===== src/rtl/parity_serial_rx.sv =====
// parity_serial_rx: oversampling serial frame receiver with XOR/XNOR parity and framing checks.
// Frame is start(0), DATA_W data bits LSB first, parity, stop(1); each bit sampled mid-bit.
module parity_serial_rx #(
  parameter int DATA_W       = 8,
  parameter int CLKS_PER_BIT = 16,
  parameter bit ODD_PARITY   = 1'b0
) (
  input  logic              clk,
  input  logic              rst_n,
  input  logic              rx,
  output logic [DATA_W-1:0] data_out,
  output logic              data_valid,
  output logic              parity_err,
  output logic              frame_err,
  output logic              busy
);
  localparam int CW = $clog2(CLKS_PER_BIT);
  localparam int BW = $clog2(DATA_W) + 1;
  localparam logic [CW-1:0] HALF = CW'(CLKS_PER_BIT / 2 - 1);
  localparam logic [CW-1:0] FULL = CW'(CLKS_PER_BIT - 1);
  localparam logic [BW-1:0] LAST = BW'(DATA_W - 1);
  typedef enum logic [2:0] {IDLE, START, DATA, PARITY, STOP, WAIT_HIGH} state_e;
  state_e            state_q;
  logic              rx_meta_q, rx_s_q, rx_prev_q, par_acc_q, perr_q;
  logic [CW-1:0]     clk_cnt_q;
  logic [BW-1:0]     bit_cnt_q;
  logic [DATA_W-1:0] shift_q, shift_d;
  logic              tick;
  // new bit enters at the MSB so the first (LSB) data bit ends up in bit 0
  assign shift_d = DATA_W'({rx_s_q, shift_q} >> 1);
  assign tick    = clk_cnt_q == FULL;
  assign busy    = state_q != IDLE;
  always_ff @(posedge clk or negedge rst_n) begin
    if (!rst_n) begin
      state_q    <= IDLE;
      rx_meta_q  <= 1'b1;
      rx_s_q     <= 1'b1;
      rx_prev_q  <= 1'b1;
      par_acc_q  <= 1'b0;
      perr_q     <= 1'b0;
      clk_cnt_q  <= '0;
      bit_cnt_q  <= '0;
      shift_q    <= '0;
      data_out   <= '0;
      data_valid <= 1'b0;
      parity_err <= 1'b0;
      frame_err  <= 1'b0;
    end else begin
      rx_meta_q  <= rx;
      rx_s_q     <= rx_meta_q;
      rx_prev_q  <= rx_s_q;
      data_valid <= 1'b0;
      case (state_q)
        IDLE: if (rx_prev_q && !rx_s_q) begin
          state_q   <= START;
          clk_cnt_q <= '0;
        end
        START: if (clk_cnt_q == HALF) begin
          clk_cnt_q <= '0;
          bit_cnt_q <= '0;
          par_acc_q <= 1'b0;
          state_q   <= rx_s_q ? IDLE : DATA;
        end else clk_cnt_q <= clk_cnt_q + CW'(1);
        DATA: if (tick) begin
          clk_cnt_q <= '0;
          shift_q   <= shift_d;
          par_acc_q <= par_acc_q ^ rx_s_q;
          bit_cnt_q <= bit_cnt_q + BW'(1);
          if (bit_cnt_q == LAST) state_q <= PARITY;
        end else clk_cnt_q <= clk_cnt_q + CW'(1);
        PARITY: if (tick) begin
          clk_cnt_q <= '0;
          perr_q    <= par_acc_q ^ rx_s_q ^ ODD_PARITY;
          state_q   <= STOP;
        end else clk_cnt_q <= clk_cnt_q + CW'(1);
        STOP: if (tick) begin
          clk_cnt_q  <= '0;
          data_out   <= shift_q;
          parity_err <= perr_q;
          frame_err  <= ~rx_s_q;
          data_valid <= 1'b1;
          state_q    <= rx_s_q ? IDLE : WAIT_HIGH;
        end else clk_cnt_q <= clk_cnt_q + CW'(1);
        WAIT_HIGH: if (rx_s_q) state_q <= IDLE;
        default: state_q <= IDLE;
      endcase
    end
  end
endmodule

===== config.mk =====
export PLATFORM = sky130hd
export DESIGN_NAME = parity_serial_rx
export DESIGN_NICKNAME = d
export VERILOG_FILES = /design/src/rtl/parity_serial_rx.sv
export SDC_FILE = /design/constraint.sdc
export NUM_CORES = 1
export LEC_CHECK = 0
export CAP_MARGIN = 10
export CORE_MARGIN = 2
export CORE_UTILIZATION = 40
export CTS_CLUSTER_SIZE = 28
export DETAILED_ROUTE_END_ITERATION = 12
export PLACE_DENSITY = 0.63
export SLEW_MARGIN = 20
export SYNTH_ARGS = -nofsm -noshare
export SYNTH_HDL_FRONTEND = slang
export SYNTH_SLANG_ARGS = --single-unit

===== constraint.sdc =====
create_clock -name clk -period 3.9 [get_ports clk]
set_clock_uncertainty 0.2 [all_clocks]
set_input_delay 0.585 -clock clk [delete_from_list [all_inputs] [get_ports clk]]
set_output_delay 0.585 -clock clk [all_outputs]
set_load 0.02 [all_outputs]

==> impl_metrics.csv, run 1 <==
group,metric,value,unit
critical_path,critical-path-top-delay-family,"buffers and inverters",
die,core,3943,um^2
yosys,synth_cells,165,
clocking,cts_setup_buffers,0,
die,boundaryPins,15,
clocking,cts_made_buffers,5,
routing,antenna_left,0,
finish,nets,183,
routing,drt_iter0_drc,129,
critical_path,worst_ep_required_time,3.12,ns
routing,num_vias,1135,
critical_path,arrival,1.77,ns
yosys,synthArstFlopShare,100.0,%
global_route,use_met2,22.03,%
critical_path,critPathMaxFanout,14,
yosys,synth_flop_cell,"dfrtp_1",
finish,diodes,0,
clocking,cts_root_buf,"clkbuf_8",
die,die_w,67.35,um
timing,worst_pin_slew,0.4746,ns
timing,fmax,392.0,MHz
placement,dp_cells,221,
min_path,hold_path.class,"reg -> reg",
clocking,clk_pin_slew,0.07,ns
clocking,cts_tree,"done",
global_route,track_usage,14.23,%
finish,design_area,1824,um^2
finish,area_growth,13.64,%
yosys,synth_warnings,0,
placement,gp_congestion,0.8705,
yosys,synthesis.nets,170,
clocking,cts.path.max_buffers,2,
yosys,synthesis.area,1605,um^2
global_route,grt.met1_usage,18.02,%
yosys,synth-seq-cells,35,
routing,drt_first_pass_iters,4,
pwr,powerDensity,560.0,nW/um^2
die,rows,23,
placement,place_area,1737,um^2
global_route,grt_use_met3,5.000,%
global_route,grt-ovfl-total,0,
clocking,cts_hold_buf,0,
finish,drive_above_1_share,10.67,%
job,maxCapViolCount,0,
global_route,antenna_found_initial,0,
global_route,grt_pass1_wl,4.747,mm
global_route,grt_max_degree,36,
die,dieArea,4536,um^2
routing,via_per_inst,4.978,
timing,hold_slack,0.1556,ns
placement,dp_hpwl,1.896,mm
yosys,avgSynthCellArea,9.729,um^2
global_route,grt-busiest-layer,"met2",
pwr,p_leak,0.9123,nW
timing,fin_crit_sh,65.41,%
min_path,hold_depth,0,
timing,drv_slew,0,
clocking,h-tree-depth,2,
timing,slew_headroom,68.27,%
clocking,cts_resized,0,
yosys,ys_seq_area_share,54.79,%
critical_path,start_kind,"flip-flop",
routing,routed_wirelength,2.760,mm
routing,wl_per_cell,12.11,um
clocking,cts.sinks,35,
critical_path,reg2reg_depth,6,
critical_path,cp_slowest_cell,"clkdlybuf4s50_1",
critical_path,crit_chain,"or3_1, clkdlybuf4s50_1",
critical_path,critPathBufInv,1,
yosys,synth.distinct_cells,38,
critical_path,critPathKind,"reg -> out",
pwr,vdd_drop_max,0.0002074,V
placement,io_buffers,14,
global_route,grt_pass1_vias,1053,
status,status,"complete, no violations",
finish,fin_util,46.27,%
critical_path,path_depth,2,
timing,final_hold_viol_count,0,
routing,drc,0,
timing,finalCriticalPeriod,2.551,ns
timing,final.setup.tns,0,ns
yosys,synth_edf_count,0,
timing,rsz0062_at_grt,"no",
finish,final-instance-count-excl-fill,228,
critical_path,endpoint_kind,"primary output",
clocking,insertion_delay,0.28,ns
die,start_util,40.72,%
die,fp.dieH,67.35,um
timing,setup_viol_count_final,0,
critical_path,max_stage_delay,0.54,ns
## power breakdown
group	total (mW)	leakage [nW]	internal (mW)	switching, mW
Clock	0.258	0.0470	0.138	0.120
Sequential	0.480	0.471	0.402	0.0779
Combinational	0.283	0.394	0.146	0.137
Total	1.02	0.912	0.687	0.335
## logic make-up after synthesis
logic type | count (synthesis) | share of synthesized area, %
AO/OA/AOI/OAI | 24 | 10.68
XOR/XNOR | 2 | 1.091
adder cells (fa/ha/maj) | 2 | 1.559
buffers and inverters | 11 | 5.377
flip-flops | 35 | 54.79
multiplexers | 2 | 1.559
AND/OR/NAND/NOR | 89 | 24.94
## layer usage
| layer | part of all wire (%) | vias to the layer above |
|---|---|---|
| met5 | 0 | - |
| met4 | 1.8 | 0 |
| met3 | 3.7 | 5 |
| met2 | 46 | 15 |
| met1 | 48 | 547 |
| li1 | - | 568 |
## cell type report
class | count | area [um^2]
Timing Repair Buffer | 15 | 147.6
Clock buffer | 6 | 82.58
Sequential cell | 35 | 879.6
Clock inverter | 1 | 5.005
Inverter | 2 | 7.507
Fill cell | 375 | 2118
Tap cell | 50 | 62.56
Multi-Input combinational cell | 119 | 639.4
## cell usage after synthesis, drive strengths merged, types with 2 or more instances
| master | count | area share (%) |
|---|---|---|
| nand3 | 5 | 1.6 |
| nand2 | 61 | 14 |
| nor2 | 10 | 2.5 |
| buf | 8 | 4.4 |
| nand2b | 2 | 0.78 |
| a211oi | 2 | 1.2 |
| a22o | 3 | 1.6 |
| nand3b | 5 | 3.4 |
| o21ai | 12 | 3.7 |
| ha | 2 | 1.6 |
| dfstp | 3 | 4.9 |
| dfrtp | 32 | 50 |
## stage by stage
step | worst slack, ns | power, mW
6_report | 1.349 | 1.022
5_1_grt | 1.254 | 1.086
4_1_cts | 1.345 | 1.031
3_5_place_dp | 1.661 | 0.7667
3_3_place_gp | 1.679 | 0.7535
2_1_floorplan | 2.012 | 0.7433
## sequential cells by signal, summed over array words and instances, names as in the netlist, 3 cells and up
register and count:
bit_cnt_q 4, clk_cnt_q 4, data_out 8, shift_q 8
state_q 3
## layout by cell type (no fill, tap or decap), types with 2 or more instances in the layout
cell / n
dfrtp_1: 32
nand3_1: 5
dfstp_2: 3
nand2_1: 61
o21ai_1: 2
nand2b_1: 2
nand3b_1: 3
nor2_1: 9
o21ai_0: 10
clkdlybuf4s50_1: 14
a22o_1: 3
ha_1: 2
clkbuf_8: 6
## final timing paths
kind,from,to,slack [ns]
min,rx_meta_q$_DFF_PN1_,rx_s_q$_DFF_PN1_,0.16
min in group asynchronous,rst_n,clk_cnt_q[2]$_DFFE_PN0P_,0.50
max reg2reg,clk_cnt_q[0]$_DFFE_PN0P_,data_out[1]$_DFFE_PN0P_,1.69
max,state_q[2]$_DFFE_PN0P_,busy,1.35
min reg2reg,rx_meta_q$_DFF_PN1_,rx_s_q$_DFF_PN1_,0.16
max in group asynchronous,rst_n,rx_prev_q$_DFF_PN1_,2.66
(Power assumes the default switching activity.)
==> inputs of run 2 (changes only) <==
clock period = 2.5 ns   (was 3.9 ns; I/O delays follow)
==> run 2 against run 1 <==
Net effect:
- die area unchanged
- first-iteration DRC count rose by 4.7%
- wire length is 1.8% higher
- register-to-register slack worse by 1.2 ns
- final cell count up 0.88%
- sequential power rose by 56%
- utilization rose by 0.51 points
- hold slack about the same
- via count rose by 0.97%
- critical endpoint unchanged
- largest power group unchanged
==> impl_metrics.csv, run 2 (synthesis results as in run 1) <==
group,metric,value,unit
critical_path,max_stage_delay,0.54,ns
pwr,powerDensity,889.3,nW/um^2
pwr,vdd_drop_max,0.0003072,V
routing,num_vias,1146,
min_path,min_to,"rx_s_q$_DFF_PN1_",
finish,diodes,0,
critical_path,worst_ep_required_time,1.92,ns
clocking,insertion_delay,0.29,ns
routing,antenna_left,0,
critical_path,start_kind,"flip-flop",
routing,drt_first_pass_iters,4,
routing,wl_per_cell,12.22,um
die,boundaryPins,15,
finish,num-fill-cells,365,
pwr,p_leak,0.9209,nW
job,maxCapViolCount,0,
placement,io_buffers,14,
clocking,h-tree-depth,2,
placement,dp_hpwl,1.886,mm
placement,gp_congestion,0.9156,
die,core,3943,um^2
die,dieArea,4536,um^2
clocking,cts_tree,"done",
routing,drt_iter0_drc,135,
critical_path,crit_chain,"or3_1, clkdlybuf4s50_1",
timing,slew_headroom,66.89,%
critical_path,critPathKind,"reg -> out",
finish,mostFrequentLayoutCell,"nand2_1",
timing,fin_ws,0.1485,ns
clocking,cts_hold_buf,0,
critical_path,reg2reg_depth,6,
finish,drive_above_1_share,11.11,%
timing,final_hold_viol_count,0,
global_route,track_usage,14.70,%
clocking,cts_resized,0,
timing,finalCriticalPeriod,2.352,ns
min_path,hold_start,"rx_meta_q$_DFF_PN1_",
finish,largestRegisters,"data_out (8), shift_q (8)",
die,die_w,67.35,um
critical_path,critPathMaxFanout,14,
placement,dp_slack,0.4689,ns
critical_path,cp-startpoint,"state_q[2]$_DFFE_PN0P_",
timing,hold_slack,0.1556,ns
critical_path,ff2ff_setup_slack,0.45,ns
clocking,cts_made_buffers,5,
status,status,"complete, no violations",
critical_path,endpoint_kind,"primary output",
finish,layout_common_cells,"nand2_1 (61), dfrtp_1 (32), clkdlybuf4s50_1 (14)",
timing,rsz0062_at_grt,"no",
timing,setup_viol_count_final,0,
min_path,hold_depth,0,
min_path,hold_path.class,"reg -> reg",
critical_path,arrival,1.78,ns
routing,via_per_inst,4.983,
timing,final.setup.tns,0,ns
timing,worst_pin_slew,0.4952,ns
global_route,grt-ovfl-total,0,
timing,drv_slew,0,
clocking,cts.sinks,35,
timing,fin_crit_sh,94.06,%
routing,drc,0,
global_route,grt_max_degree,36,
clocking,cts_setup_buffers,0,
global_route,grt_pass1_vias,1092,
critical_path,cp_slowest_cell,"clkdlybuf4s50_1",
finish,area_growth,14.89,%
timing,fmax,425.3,MHz
clocking,clk_pin_slew,0.07,ns
routing,routed_wirelength,2.810,mm
global_route,antenna_found_initial,0,
critical_path,timing.rr.end,"bit_cnt_q[3]$_DFFE_PN0P_",
clocking,cts_root_buf,"clkbuf_8",
clocking,cts.path.max_buffers,2,
global_route,grt_pass1_wl,4.899,mm
critical_path,r2r-start,"clk_cnt_q[0]$_DFFE_PN0P_",
finish,nets,184,
die,fp.dieH,67.35,um
die,start_util,40.72,%
die,rows,23,
[run 2: cell count changes in the layout (fill, tap and decap cells not counted), sizes merged]
cell	before	now
clkinv	2	1
clkbuf	6	8
buf	1	2
[run 2: area by class of cell]
cell class,instances,area (um^2),area share (%)
inverters,2,7.507,0.4071
repair buffers,16,155.1,8.412
clock buffers,8,100.1,5.427
flip-flops and latches,35,879.6,47.69
well taps,50,62.56,3.392
multi-input cells,119,639.4,34.67
[run 2: worst max-delay path: cells and delay by family, from the launching register on]
family	cells	cell delay, ns
buf+inv	1	0.54
flops	1	0.52
simple gates	1	0.43
[run 2: layer usage]
layer  track usage (%)  part of all wire, %  wire length [um]  vias up
li1                  -                    -                 -      573
met3             5.000                  4.4               125        4
met4             8.418                  1.3                37        0
met1             19.21                   49              1365      542
met5                 0                    0                 0        -
met2             21.16                   46              1281       27
[run 2: stage by stage]
stage | instance area (um^2) | cells | utilization (%) | total power [mW]
after floorplan | 1605 | 165 | - | 1.160
after global placement | 1744 | 222 | 44.24 | 1.177
after detailed placement | 1744 | 222 | 44.24 | 1.196
after CTS | 1844 | 230 | 46.78 | 1.651
after global routing | 1844 | 230 | 46.78 | 1.748
final | 1844 | 230 | 46.78 | 1.640
[run 2: worst max-delay path by stage]
stage | end | slack, ns | depth (start not counted)
after floorplan | state_q[2]$_DFFE_PN0P_ | 0.61 | 7
after global placement | busy | 0.48 | 2
after detailed placement | busy | 0.47 | 2
after CTS | busy | 0.15 | 2
after global routing | busy | 0.07 | 2
final | busy | 0.15 | 2
[run 2: power breakdown]
part / total [mW] / switching [mW] / internal [mW]
Clock: 0.448 / 0.197 / 0.251
Sequential: 0.749 / 0.121 / 0.627
Combinational: 0.443 / 0.215 / 0.228
==> inputs of run 3 (changes only) <==
PLACE_DENSITY = not set   (was 0.63)
PLACE_DENSITY_LB_ADDON = 0.1   (was not set)
clock period = 2.6 ns   (was 2.5 ns; I/O delays follow)
==> run 3 against run 2 <==
Net effect:
- register-to-register slack better by 0.09 ns
- wire length up 5.7%
- hold slack better by 0.00065 ns
- critical path depth unchanged
- sequential power decreased by 3.9%
- critical path type unchanged
- largest cell class unchanged
- largest power group unchanged
- highest routed layer unchanged
==> impl_metrics.csv, run 3 (synthesis results as in run 1) <==
group,metric,value,unit
pwr,p_comb_share,27.9,%
die,rows,23,
global_route,track_usage,15.01,%
pwr,pwr-share-clk,25.0,%
die,start_util,40.72,%
critical_path,critPathMaxFanout,14,
die,core,3943,um^2
critical_path,start_kind,"flip-flop",
timing,final_hold_viol_count,0,
pwr,p_leak,0.9105,nW
placement,dp_hpwl,2.008,mm
timing,slew_headroom,67.29,%
global_route,antenna_found_initial,0,
routing,via_per_inst,5.139,
clocking,cts_root_buf,"clkbuf_8",
timing,hold_slack,0.1563,ns
status,status,"complete, no violations",
critical_path,max_stage_delay,0.54,ns
routing,routed_wirelength,2.970,mm
pwr,design_power_total,1.530,mW
finish,nets,184,
finish,num-fill-cells,368,
clocking,cts_tree,"done",
placement,io_buffers,14,
finish,area_growth,13.95,%
pwr,vdd_drop_max,0.0003307,V
clocking,cts.sinks,35,
finish,largestRegisters,"data_out (8), shift_q (8)",
pwr,p_int,1.010,mW
pwr,sequentialPowerShare,47.1,%
pwr,switchingPower,0.5194,mW
pwr,powerDensity,836.2,nW/um^2
clocking,cts.path.max_buffers,2,
critical_path,cp_slowest_cell,"clkdlybuf4s50_1",
routing,drt_first_pass_iters,4,
critical_path,critPathBufInv,1,
timing,drv_slew,0,
timing,fmax,422.7,MHz
routing,drt_iter0_drc,158,
finish,design_area,1829,um^2
critical_path,arrival,1.78,ns
die,boundaryPins,15,
routing,wl_per_cell,12.91,um
critical_path,critPathKind,"reg -> out",
clocking,cts_hold_buf,0,
timing,fin_crit_sh,91.00,%
min_path,hold_path.class,"reg -> reg",
global_route,grt-ovfl-total,0,
clocking,cts_setup_buffers,0,
die,dieArea,4536,um^2
global_route,grt_max_degree,36,
critical_path,critical-path-top-delay-family,"buffers and inverters",
finish,drive_above_1_share,11.11,%
finish,diodes,0,
clocking,insertion_delay,0.28,ns
finish,layout_common_cells,"nand2_1 (61), dfrtp_1 (32), clkdlybuf4s50_1 (14)",
finish,fin_util,46.40,%
routing,num_vias,1182,
critical_path,worst_ep_required_time,2.01,ns
timing,rsz0062_at_grt,"no",
global_route,grt_pass1_vias,1100,
timing,finalCriticalPeriod,2.366,ns
die,die_w,67.35,um
job,maxCapViolCount,0,
clocking,cts_resized,0,
finish,mostFrequentLayoutCell,"nand2_1",
timing,worst_pin_slew,0.4893,ns
routing,drc,0,
timing,setup_viol_count_final,0,
routing,antenna_left,0,
global_route,grt_pass1_wl,4.995,mm
placement,gp_congestion,0.8958,
clocking,cts_made_buffers,5,
critical_path,endpoint_kind,"primary output",
clocking,h-tree-depth,2,
die,fp.dieH,67.35,um
critical_path,crit_chain,"or3_1, clkdlybuf4s50_1",
placement,place_area,1744,um^2
clocking,clk_pin_slew,0.07,ns
timing,final.setup.tns,0,ns
pwr,power.share.switching,33.96,%
-- run 3: changes by cell type in the layout (fill, tap and decap cells not counted), sizes merged --
cell      change
clkinvlp      +1
clkbuf        -2
clkinv        +1
-- run 3: per-layer routing --
| layer | vias to the layer above | routed length (um) | track usage (%) |
|---|---|---|---|
| met5 | - | 0 | 0 |
| met4 | 0 | 62 | 7.908 |
| met3 | 7 | 99 | 3.500 |
| met2 | 21 | 1385 | 21.66 |
| met1 | 580 | 1422 | 20.90 |
| li1 | 574 | - | - |
-- run 3: layout make-up --
cell class | instances | area, um^2 | share of cell area, %
Sequential cell | 35 | 879.6 | 48.08
Multi-Input combinational cell | 119 | 639.4 | 34.95
Timing Repair Buffer | 16 | 155.1 | 8.482
Clock buffer | 6 | 72.57 | 3.967
Tap cell | 50 | 62.56 | 3.420
Clock inverter | 2 | 12.51 | 0.6840
Inverter | 2 | 7.507 | 0.4104
-- run 3: worst paths after layout --
kind,from,end,slack [ns],cells after the start
min reg2reg,rx_meta_q$_DFF_PN1_,rx_s_q$_DFF_PN1_,0.16,0
min,rx_meta_q$_DFF_PN1_,rx_s_q$_DFF_PN1_,0.16,0
max in group asynchronous,rst_n,rx_s_q$_DFF_PN1_,1.55,2
max reg2reg,clk_cnt_q[0]$_DFFE_PN0P_,state_q[2]$_DFFE_PN0P_,0.54,6
min in group asynchronous,rst_n,clk_cnt_q[2]$_DFFE_PN0P_,0.32,2
max,state_q[2]$_DFFE_PN0P_,busy,0.23,2
-- run 3: through the flow --
step	setup WS, ns	instances
6_report	0.2341	230
5_1_grt	0.1609	230
4_1_cts	0.2352	230
3_5_place_dp	0.5517	222
3_3_place_gp	0.5750	222
2_1_floorplan	0.7123	165
-- run 3: power by group through the flow --
stage | Clock, mW | Combinational (mW) | Sequential [mW]
after floorplan | 0 | 0.465 | 0.650
after global placement | 0 | 0.418 | 0.721
after detailed placement | 0 | 0.429 | 0.726
after global routing | 0.408 | 0.474 | 0.737
final | 0.383 | 0.427 | 0.720
after CTS | 0.395 | 0.431 | 0.715
